--- src/rtl/layer_compositor_pkg.sv ---
// compositor_pkg: shared pixel types, fade states and colour helpers for layer_compositor.
`default_nettype none

package compositor_pkg;

  localparam int PKG_COLOR_W = 4;
  localparam int SUB_W       = 8;

  typedef struct packed {
    logic [PKG_COLOR_W-1:0] r;
    logic [PKG_COLOR_W-1:0] g;
    logic [PKG_COLOR_W-1:0] b;
  } rgb_t;

  typedef enum logic [1:0] {
    FADE_IDLE = 2'd0,
    FADE_OUT  = 2'd1,
    FADE_HOLD = 2'd2
  } fade_state_t;

  localparam rgb_t WHITE = '{r: '1, g: '1, b: '1};

  // Saturating subtract; channels up to SUB_W bits are zero-extended by the caller.
  function automatic logic [SUB_W-1:0] sat_sub(input logic [SUB_W-1:0] a,
                                               input logic [SUB_W-1:0] b);
    return (a > b) ? (a - b) : '0;
  endfunction

endpackage

`default_nettype wire

--- src/rtl/layer_compositor_flash_timer.sv ---
// flash_timer: per-layer hit-flash frame counter; active on odd nonzero counts.
`default_nettype none

module flash_timer #(
  parameter int FLASH_FRAMES = 8
) (
  input  logic vga_clk,
  input  logic reset_n,
  input  logic hit,
  input  logic frame_start,
  output logic active
);

  localparam int CNT_W = $clog2(FLASH_FRAMES + 1);
  localparam logic [CNT_W-1:0] LOAD = CNT_W'(FLASH_FRAMES);

  logic [CNT_W-1:0] count;

  // A hit reloads even when it coincides with a frame tick.
  always_ff @(posedge vga_clk or negedge reset_n) begin
    if (!reset_n) begin
      count <= '0;
    end else if (hit) begin
      count <= LOAD;
    end else if (frame_start && (count != '0)) begin
      count <= count - 1'b1;
    end
  end

  assign active = count[0];

endmodule

`default_nettype wire

--- src/rtl/layer_compositor.sv ---
// layer_compositor: prioritised sprite/background merge with colour key, hit flash
// and fade-to-black, two registered stages from pixel inputs to the VGA pins.
`default_nettype none

module layer_compositor
  import compositor_pkg::*;
#(
  parameter int NUM_LAYERS   = 4,
  parameter int COLOR_W      = 4,
  parameter int FLASH_FRAMES = 8,
  parameter int FADE_STEP    = 4,
  parameter int IDX_W        = $clog2(NUM_LAYERS)
) (
  input  logic                            vga_clk,
  input  logic                            reset_n,
  input  logic                            frame_start,
  input  logic                            blank,
  input  logic [3*COLOR_W-1:0]            bg_rgb,
  input  logic [NUM_LAYERS*3*COLOR_W-1:0] layer_rgb,
  input  logic [NUM_LAYERS-1:0]           layer_on,
  input  logic [NUM_LAYERS-1:0]           layer_en,
  input  logic [3*COLOR_W-1:0]            key_rgb,
  input  logic [NUM_LAYERS*IDX_W-1:0]     prio_map,
  input  logic [NUM_LAYERS-1:0]           hit,
  input  logic                            fade_req,
  input  logic                            fade_clear,
  output logic [COLOR_W-1:0]              Red,
  output logic [COLOR_W-1:0]              Green,
  output logic [COLOR_W-1:0]              Blue,
  output logic                            blank_out,
  output logic                            fade_done
);

  localparam int PIX_W = 3 * COLOR_W;
  localparam int DIV_W = (FADE_STEP > 1) ? $clog2(FADE_STEP) : 1;
  localparam logic [DIV_W-1:0]   DIV_LAST   = DIV_W'(FADE_STEP - 1);
  localparam logic [COLOR_W-1:0] LEVEL_PRE  = {{(COLOR_W-1){1'b1}}, 1'b0};

  logic [NUM_LAYERS*IDX_W-1:0] shadow;
  logic [NUM_LAYERS-1:0]       visible;
  logic [NUM_LAYERS-1:0]       flash_active;
  logic [PIX_W-1:0]            white_px;

  logic [IDX_W-1:0]            slot_idx;
  logic [PIX_W-1:0]            sel_rgb;
  logic                        sel_valid;
  logic [IDX_W-1:0]            sel_idx;

  logic [PIX_W-1:0]            s1_rgb;
  logic                        s1_valid;
  logic [IDX_W-1:0]            s1_idx;
  logic                        s1_blank;

  logic [PIX_W-1:0]            flashed;
  logic [PIX_W-1:0]            faded;
  logic [SUB_W-1:0]            chan;

  fade_state_t                 state;
  fade_state_t                 state_nxt;
  logic [COLOR_W-1:0]          level;
  logic [COLOR_W-1:0]          level_nxt;
  logic [DIV_W-1:0]            div;
  logic [DIV_W-1:0]            div_nxt;
  logic                        fade_done_nxt;

  if (COLOR_W == PKG_COLOR_W) begin : g_white_pkg
    assign white_px = WHITE;
  end else begin : g_white_gen
    assign white_px = {PIX_W{1'b1}};
  end

  // Priority order only changes at frame boundaries so a frame never tears.
  always_ff @(posedge vga_clk or negedge reset_n) begin
    if (!reset_n) begin
      for (int s = 0; s < NUM_LAYERS; s++) begin
        shadow[s*IDX_W +: IDX_W] <= IDX_W'(s);
      end
    end else if (frame_start) begin
      shadow <= prio_map;
    end
  end

  for (genvar i = 0; i < NUM_LAYERS; i++) begin : g_vis
    assign visible[i] = layer_on[i] & layer_en[i] &
                        (layer_rgb[i*PIX_W +: PIX_W] != key_rgb);
  end

  // Walk slots from lowest priority up so the lowest visible slot is the last writer.
  always_comb begin
    slot_idx  = '0;
    sel_valid = 1'b0;
    sel_idx   = '0;
    sel_rgb   = bg_rgb;
    for (int s = NUM_LAYERS - 1; s >= 0; s--) begin
      slot_idx = shadow[s*IDX_W +: IDX_W];
      if ((int'(slot_idx) < NUM_LAYERS) && visible[slot_idx]) begin
        sel_valid = 1'b1;
        sel_idx   = slot_idx;
      end
    end
    if (sel_valid) begin
      sel_rgb = layer_rgb[sel_idx*PIX_W +: PIX_W];
    end
  end

  always_ff @(posedge vga_clk or negedge reset_n) begin
    if (!reset_n) begin
      s1_rgb   <= '0;
      s1_valid <= 1'b0;
      s1_idx   <= '0;
      s1_blank <= 1'b0;
    end else begin
      s1_rgb   <= sel_rgb;
      s1_valid <= sel_valid;
      s1_idx   <= sel_idx;
      s1_blank <= blank;
    end
  end

  for (genvar i = 0; i < NUM_LAYERS; i++) begin : g_flash
    flash_timer #(
      .FLASH_FRAMES(FLASH_FRAMES)
    ) u_flash (
      .vga_clk    (vga_clk),
      .reset_n    (reset_n),
      .hit        (hit[i]),
      .frame_start(frame_start),
      .active     (flash_active[i])
    );
  end

  // Flash first, then fade, so a flashing sprite still darkens with the screen.
  always_comb begin
    flashed = (s1_valid && flash_active[s1_idx]) ? white_px : s1_rgb;
    faded   = '0;
    chan    = '0;
    for (int c = 0; c < 3; c++) begin
      chan = sat_sub(SUB_W'(flashed[c*COLOR_W +: COLOR_W]), SUB_W'(level));
      faded[c*COLOR_W +: COLOR_W] = chan[COLOR_W-1:0];
    end
  end

  always_ff @(posedge vga_clk or negedge reset_n) begin
    if (!reset_n) begin
      Red       <= '0;
      Green     <= '0;
      Blue      <= '0;
      blank_out <= 1'b0;
    end else begin
      Red       <= s1_blank ? faded[2*COLOR_W +: COLOR_W] : '0;
      Green     <= s1_blank ? faded[1*COLOR_W +: COLOR_W] : '0;
      Blue      <= s1_blank ? faded[0*COLOR_W +: COLOR_W] : '0;
      blank_out <= s1_blank;
    end
  end

  always_ff @(posedge vga_clk or negedge reset_n) begin
    if (!reset_n) begin
      state     <= FADE_IDLE;
      level     <= '0;
      div       <= '0;
      fade_done <= 1'b0;
    end else begin
      state     <= state_nxt;
      level     <= level_nxt;
      div       <= div_nxt;
      fade_done <= fade_done_nxt;
    end
  end

  always_comb begin
    state_nxt = state;
    case (state)
      FADE_IDLE: if (fade_req) state_nxt = FADE_OUT;
      FADE_OUT:  if (frame_start && (div == DIV_LAST) && (level == LEVEL_PRE))
                   state_nxt = FADE_HOLD;
      FADE_HOLD: state_nxt = FADE_HOLD;
      default:   state_nxt = FADE_IDLE;
    endcase
    if (fade_clear) state_nxt = FADE_IDLE;
  end

  always_comb begin
    level_nxt     = level;
    div_nxt       = div;
    fade_done_nxt = (state == FADE_HOLD) && !fade_clear;
    if (fade_clear || (state == FADE_IDLE)) begin
      level_nxt = '0;
      div_nxt   = '0;
    end else if ((state == FADE_OUT) && frame_start) begin
      if (div == DIV_LAST) begin
        div_nxt   = '0;
        level_nxt = level + 1'b1;
      end else begin
        div_nxt   = div + 1'b1;
      end
    end
  end

endmodule

`default_nettype wire
--- config.mk ---
export PLATFORM = sky130hd
export DESIGN_NAME = layer_compositor
export DESIGN_NICKNAME = d
export VERILOG_FILES = /design/src/rtl/layer_compositor_pkg.sv /design/src/rtl/layer_compositor_flash_timer.sv /design/src/rtl/layer_compositor.sv
export SDC_FILE = /design/constraint.sdc
export NUM_CORES = 1
export LEC_CHECK = 0
export ABC_AREA = 0
export BUFFER_PORTS_ARGS = -buffer_cell sky130_fd_sc_hd__buf_2
export CAP_MARGIN = 0
export CORE_ASPECT_RATIO = 1.25
export CORE_MARGIN = 3
export CORE_UTILIZATION = 40
export CTS_BUF_LIST = sky130_fd_sc_hd__clkbuf_2 sky130_fd_sc_hd__clkbuf_4 sky130_fd_sc_hd__clkbuf_8
export DETAILED_ROUTE_END_ITERATION = 10
export PLACE_DENSITY = 0.62
export SYNTH_ARGS = -nofsm -noshare
export SYNTH_HDL_FRONTEND = slang
export SYNTH_SLANG_ARGS = --single-unit
--- constraint.sdc ---
create_clock -name vga_clk -period 3.3 [get_ports vga_clk]
set_clock_uncertainty 0.15 [all_clocks]
set_input_delay 0.66 -clock vga_clk [delete_from_list [all_inputs] [get_ports vga_clk]]
set_output_delay 0.66 -clock vga_clk [all_outputs]
set_load 0.02 [all_outputs]
==> impl_metrics.env, run 1 <==
export IMPL_via_per_inst=5.29
export IMPL_multi_input_area_mm2=0.00264
export IMPL_crit_start="key_rgb[6]"
export IMPL_place_gp_congestion=0.877
export IMPL_syn_nets=554
export IMPL_switching_power_mw=1.02
export IMPL_cts_root_buf="clkbuf_8"
export IMPL_cts_resized=0
export IMPL_syn_instance_count=426
export IMPL_grt_use_met3_pct=3.92
export IMPL_synth_edf_count=0
export IMPL_max_stage_delay_ns=0.45
export IMPL_core_mm2=0.0104
export IMPL_finalHoldViolCount=0
export IMPL_setup_worst_path_end_class="flip-flop"
export IMPL_peakVddDrop_mv=0.188
export IMPL_cts_hold_buf=0
export IMPL_arrival_ns=3.12
export IMPL_slew_headroom_pct=52.7
export IMPL_path_clk_slew_ns=0.07
export IMPL_grt_pass1_vias=3764
export IMPL_setup_violations=0
export IMPL_worstHoldPathType="in2async"
export IMPL_crit_chain="buf_2 -> buf_4 -> xor2_1 -> nor4_1 -> buf_4 -> a31o_2 -> mux4_2 -> and2_4 -> a22oi_4 -> buf_12 -> mux2_1 -> o221a_1"
export IMPL_post_place_ws_ns=-0.103
export IMPL_yosysWarnings=0
export IMPL_grt_max_degree=29
export IMPL_hpwl_mm=8.81
export IMPL_antenna_found_initial=0
export IMPL_gr_usage_met1_pct=21.3
export IMPL_rows=41
export IMPL_pwr_share_clk_pct=23.5
export IMPL_first_pass_iters=6
export IMPL_power_density_mw_per_mm2=538
export IMPL_die_h_um=123
export IMPL_grt_busiest_layer="met2"
export IMPL_cts_buffers_inserted=9
export IMPL_grt_use_met2_pct=33.2
export IMPL_gr_usage_all_layers_pct=18.6
export IMPL_r2r_start="g_flash[2].u_flash.count[0]$_DFFE_PN0P_"
export IMPL_setup_ws_ns=0.249
export IMPL_post_cts_buffers=0
export IMPL_p_leak_nw=2.55
export IMPL_grt_pass1_wl_mm=17.9
export IMPL_ys_async_sr_fraction_pct=100
export IMPL_drive_gt1_share_pct=33.3
export IMPL_synth_ff_type="dfrtp_1"
export IMPL_wl_per_cell_um=15.8
export IMPL_clk_latency_ns=0.34
export IMPL_worst_slew_pin_slew_ns=0.710
export IMPL_drc=0
export IMPL_syn_area_mm2=0.00435
export IMPL_cap_violations=0
export IMPL_io_buffers=111
export IMPL_start_util_pct=42.0
export IMPL_clock_path_buffers=2
export IMPL_die_area_mm2=0.0122
export IMPL_register_area_mm2=0.00156
export IMPL_cp_common_cell="buf_4"
export IMPL_combPwrFrac_pct=40.7
export IMPL_path_max_fanout=25
export IMPL_grt_setup_unrepaired="no"
export IMPL_vias=3664
export IMPL_whs_ns=0.221
export IMPL_area_delta_synth_final_pct=23.9
export IMPL_fmax_mhz=328
export IMPL_grt_overflow_total=0
export IMPL_final_max_slew_violation_count=0
export IMPL_crit_path_end="s1_rgb[4]$_DFF_PN0_"
export IMPL_drtAntennaViolNets=0
export IMPL_ios=112
export IMPL_switching_share_pct=35.3
export IMPL_critPathLaunchType="primary input"
export IMPL_worstPathRequired_ns=3.37
export IMPL_clock_sinks=62
export IMPL_period_needed_ns=3.05
export IMPL_crit_slowest_cell="mux4_2"
export IMPL_fin_crit_sh_pct=92.5
export IMPL_cts_tree="built"
export IMPL_wl_mm=10.9
export IMPL_p_int_mw=1.88
export IMPL_die_x_um=99.3
export IMPL_nNetsFinal=687
export IMPL_n_fill_cell=993
export IMPL_crit_type="in2reg"
export IMPL_cts_htree_levels=3
export IMPL_yosysSeqAreaShare_pct=35.8
export IMPL_rr_endpoint="Red[3]$_DFF_PN0_"
export IMPL_synth_area_per_cell_um2=10.2
export IMPL_rr_worst_depth=9
export IMPL_seqPwrFrac_pct=35.8
export IMPL_drt_iter0_drc=73
export IMPL_outcome="finished, final reports clean"
export IMPL_synth_cell_types=49
export IMPL_n_antenna_cell=0
export IMPL_r2r_setup_slack_ns=0.61
export IMPL_ys_seq_elements=62
[final cells by class]
type	instances	area share [%]
Multi-Input combinational cell	330	49.0
Tap cell	129	3.00
Clock buffer	12	2.83
Inverter	23	1.60
Timing Repair Buffer	133	13.8
Clock inverter	4	0.882
Sequential cell	62	28.9
[cells in the mapped netlist, types with 6 or more instances]
| cell type | count | area (um^2) |
|---|---|---|
| dfrtp_1 | 58 | 1450 |
| xor2_1 | 51 | 447 |
| nor2_1 | 33 | 124 |
| ha_1 | 27 | 338 |
| inv_1 | 23 | 86.3 |
| nand2_1 | 22 | 82.6 |
| mux2_1 | 19 | 214 |
| xnor2_1 | 18 | 158 |
| a21oi_1 | 17 | 85.1 |
| nor4_1 | 16 | 100 |
| nand2b_1 | 14 | 87.6 |
| or2_2 | 14 | 87.6 |
| o221a_1 | 12 | 135 |
| mux2_2 | 11 | 124 |
| nor3_1 | 7 | 35.0 |
| o21ai_0 | 7 | 35.0 |
| a21o_1 | 6 | 45.0 |
| mux2i_1 | 6 | 60.1 |
[power groups by stage]
stage                     combinational [mW]  sequential [mW]  clock (mW)
after global routing                    1.33             1.06       0.737
after detailed placement                1.19             1.05           0
after floorplan                        0.773             1.09           0
final                                   1.18             1.04       0.680
after global placement                  1.15             1.05           0
after CTS                               1.20             1.04       0.702
[cells by family (layout without fill, tap and decap cells)]
family	count (synthesis)	in the layout	share of synthesized area, %
xor gates and xnor gates	69	69	13.9
muxes	40	40	11.2
and+or+nand+nor	126	126	14.9
adders and majority gates	30	30	9.15
DFF	62	62	35.8
AOI/OAI and AO/OA	65	65	11.5
buffers and inverters	34	172	3.51
[cell usage in the layout (no fill, tap or decap), types with 2 or more instances in the layout]
master    count
or2_2        14
and2_1        2
nand3_1       2
nand2_1      22
buf_4        20
clkbuf_4      2
buf_12        2
ha_1         27
a21oi_1      17
mux2_1       19
nor3b_1       2
and3_1        5
o221a_1      12
nand2b_1     14
inv_1        23
nor4_1       16
a21o_1        6
xor2_1       51
dfstp_2       4
fa_1          3
nor3_1        7
dfrtp_1      58
o21ai_0       7
a211oi_1      2
nand4_1       4
clkbuf_8     10
xnor2_1      18
nor2_1       33
o22ai_1       2
nor2b_1       3
buf_2       111
clkinv_2      2
mux2i_1       6
mux4_2        4
a31oi_1       4
mux2_2       11
a31o_2        3
[worst min path at each step]
stage	from	endpoint	depth (start not counted)
4_1_cts	reset_n	s1_rgb[5]$_DFF_PN0_	1
5_1_grt	reset_n	g_flash[2].u_flash.count[1]$_DFFE_PN0P_	1
2_1_floorplan	reset_n	Blue[0]$_DFF_PN0_	0
3_5_place_dp	s1_blank$_DFF_PN0_	blank_out$_DFF_PN0_	0
3_3_place_gp	s1_blank$_DFF_PN0_	blank_out$_DFF_PN0_	0
6_report	reset_n	g_flash[2].u_flash.count[1]$_DFFE_PN0P_	1
[flip-flops by register name, summed over array words and instances, names as in the netlist]
signal                 count
s1_idx                     2
fade_done                  1
g_flash.u_flash.count     16
blank_out                  1
Blue                       4
level                      4
Green                      4
shadow                     8
s1_blank                   1
s1_rgb                    12
state                      2
s1_valid                   1
Red                        4
div                        2
[layer usage]
| layer | share of wire (%) | vias up |
|---|---|---|
| met1 | 39 | 1737 |
| met5 | 0 | - |
| met4 | 2.9 | 0 |
| met2 | 52 | 136 |
| li1 | - | 1764 |
| met3 | 6.2 | 27 |
[metrics by stage]
step | std cells | instance area (um^2) | utilization (%) | TNS, ns | total power, mW
floorplan | 426 | 4350 | - | 0 | 1.86
global placement | 677 | 5190 | 50.1 | -0.475 | 2.20
detailed placement | 677 | 5190 | 50.1 | -1.07 | 2.24
CTS | 693 | 5390 | 52.0 | 0 | 2.94
global route | 693 | 5390 | 52.0 | 0 | 3.12
finish | 693 | 5390 | 52.0 | 0 | 2.90
[critical path: cells and delay by family]
| family | cells | cell delay [ns] |
|---|---|---|
| muxes | 2 | 0.78 |
| AOI/OAI and AO/OA | 3 | 0.65 |
| xor gates and xnor gates | 1 | 0.16 |
| buffers and inverters | 4 | 0.61 |
| and+or+nand+nor | 2 | 0.25 |
No activity file was read; power rests on OpenSTA's default activity.
==> run 2, diff against run 1 <==
- CELL_PAD_IN_SITES_DETAIL_PLACEMENT: unset -> 1
- CELL_PAD_IN_SITES_GLOBAL_PLACEMENT: unset -> 1
- PLACE_DENSITY: 0.62 -> 0.78
- clock period: 3.3 -> 3.1 ns (I/O delays scaled with it)
==> run 2 against run 1 <==
Effect of this change: design area rose by 2.0%; worst setup slack got worse by 0.20 ns; wire length rose by 17%; clock power rose by 23%; non-clock buffer count rose by 4.
==> impl_metrics.env, run 2 (synthesis results as in run 1) <==
export IMPL_worst_slew_pin_slew_ns=0.429
export IMPL_cts_tree="built"
export IMPL_switching_power_mw=1.17
export IMPL_peakVddDrop_mv=0.202
export IMPL_pwr_share_clk_pct=25.5
export IMPL_drc=0
export IMPL_die_h_um=123
export IMPL_rows=41
export IMPL_grt_overflow_total=0
export IMPL_cts_root_buf="clkbuf_8"
export IMPL_fmax_mhz=327
export IMPL_antenna_found_initial=0
export IMPL_switching_share_pct=36.0
export IMPL_grt_pass1_vias=4140
export IMPL_crit_type="in2reg"
export IMPL_n_fill_cell=1224
export IMPL_wl_mm=12.8
export IMPL_setup_ws_ns=0.0461
export IMPL_grt_max_degree=28
export IMPL_fin_crit_sh_pct=98.5
export IMPL_path_clk_slew_ns=0.07
export IMPL_path_max_fanout=25
export IMPL_clock_path_buffers=2
export IMPL_worstPathRequired_ns=3.18
export IMPL_setup_worst_path_end_class="flip-flop"
export IMPL_top_regs="g_flash.u_flash.count (16), s1_rgb (12), shadow (8)"
export IMPL_clk_latency_ns=0.35
export IMPL_arrival_ns=3.14
export IMPL_post_route_util_pct=53.1
export IMPL_cts_htree_levels=3
export IMPL_p_leak_nw=2.58
export IMPL_largest_reg_flops=16
export IMPL_p_int_mw=2.09
export IMPL_slew_headroom_pct=71.1
export IMPL_via_per_inst=5.43
export IMPL_drive_gt1_share_pct=35.6
export IMPL_largest_register="g_flash.u_flash.count"
export IMPL_first_pass_iters=4
export IMPL_cts_buffers_inserted=9
export IMPL_combPwrFrac_pct=40.4
export IMPL_stdcell_area_mm2=0.00550
export IMPL_hpwl_mm=10.4
export IMPL_post_cts_buffers=0
export IMPL_drt_iter0_drc=84
export IMPL_gr_usage_all_layers_pct=21.7
export IMPL_drtAntennaViolNets=0
export IMPL_finalHoldViolCount=0
export IMPL_place_gp_congestion=0.888
export IMPL_power_density_mw_per_mm2=594
export IMPL_period_needed_ns=3.05
export IMPL_grt_pass1_wl_mm=20.5
export IMPL_die_area_mm2=0.0122
export IMPL_final_common_cell="buf_2"
export IMPL_layout_common_cells="buf_2 (111), dfrtp_1 (58), xor2_1 (50), nor2_1 (33), ha_1 (27)"
export IMPL_post_place_ws_ns=-0.392
export IMPL_die_x_um=99.3
export IMPL_placed_area_mm2=0.00521
export IMPL_outcome="finished, final reports clean"
export IMPL_core_mm2=0.0104
export IMPL_wl_per_cell_um=18.3
export IMPL_cap_violations=0
export IMPL_setup_violations=0
export IMPL_critPathLaunchType="primary input"
export IMPL_ios=112
export IMPL_seqPwrFrac_pct=34.0
export IMPL_io_buffers=111
export IMPL_vias=3787
export IMPL_worstHoldPathType="in2async"
export IMPL_area_delta_synth_final_pct=26.5
export IMPL_start_util_pct=42.0
export IMPL_final_max_slew_violation_count=0
export IMPL_clock_sinks=62
export IMPL_nNetsFinal=691
## run 2: cell type report
| class | instances | area (um^2) | area share, % |
|---|---|---|---|
| Tap cell | 129 | 161 | 2.94 |
| Clock buffer | 11 | 151 | 2.75 |
| Antenna cell | 1 | 2.50 | 0.0455 |
| Clock inverter | 5 | 81.3 | 1.48 |
| Multi-Input combinational cell | 330 | 2700 | 49.0 |
| Timing Repair Buffer | 137 | 763 | 13.9 |
| Inverter | 23 | 86.3 | 1.57 |
| Sequential cell | 62 | 1560 | 28.3 |
## run 2: worst paths after layout
path | from | to | slack (ns) | depth (start not counted)
max | key_rgb[7] | s1_rgb[9]$_DFF_PN0_ | 0.05 | 11
min | reset_n | s1_rgb[4]$_DFF_PN0_ | 0.006 | 1
max reg2reg | g_flash[3].u_flash.count[0]$_DFFE_PN0P_ | Red[3]$_DFF_PN0_ | 0.31 | 9
min reg2reg | s1_blank$_DFF_PN0_ | blank_out$_DFF_PN0_ | 0.34 | 0
max in group asynchronous | reset_n | level[3]$_DFFE_PN0P_ | 2.13 | 2
min in group vga_clk | blank | s1_blank$_DFF_PN0_ | 0.23 | 1
## run 2: critical path, cell delays in order
cell and delay (ns):
buf_2 0.15, xor2_1 0.25, nor4_2 0.09, buf_4 0.15, a31o_2 0.23, mux4_2 0.46, and2_4 0.18, a22oi_4 0.15
buf_12 0.21, mux2_1 0.36, o221a_1 0.26
## run 2: per-stage QoR
step                TNS [ns]  hold slack (ns)  cells  total power [mW]
global placement       -3.54            0.308    681              2.34
detailed placement     -4.49            0.323    681              2.43
global route         -0.0425           0.0184    697              3.49
floorplan                  0            0.174    426              1.98
finish                     0          0.00602    698              3.27
CTS                        0         0.000483    697              3.30
## run 2: routing by layer
metal	share of wire, %	wire, um	track usage (%)
met5	0	0	0
met4	3.2	412	10.3
met3	5.3	683	3.24
met2	55	7030	40.9
met1	37	4680	23.4
## run 2: what timing repair did
item                                    in CTS  in global routing
gates resized for setup                      2                  8
endpoints found under the setup margin       3                 12
hold buffers                                 0                  0
pin swaps                                    0                  1
## run 2: power groups by stage
stage / logic (mW) / clock network (mW) / registers, mW
floorplan: 0.823 / 0 / 1.16
global placement: 1.22 / 0 / 1.12
detailed placement: 1.31 / 0 / 1.13
CTS: 1.33 / 0.853 / 1.11
global route: 1.47 / 0.892 / 1.13
finish: 1.32 / 0.834 / 1.11
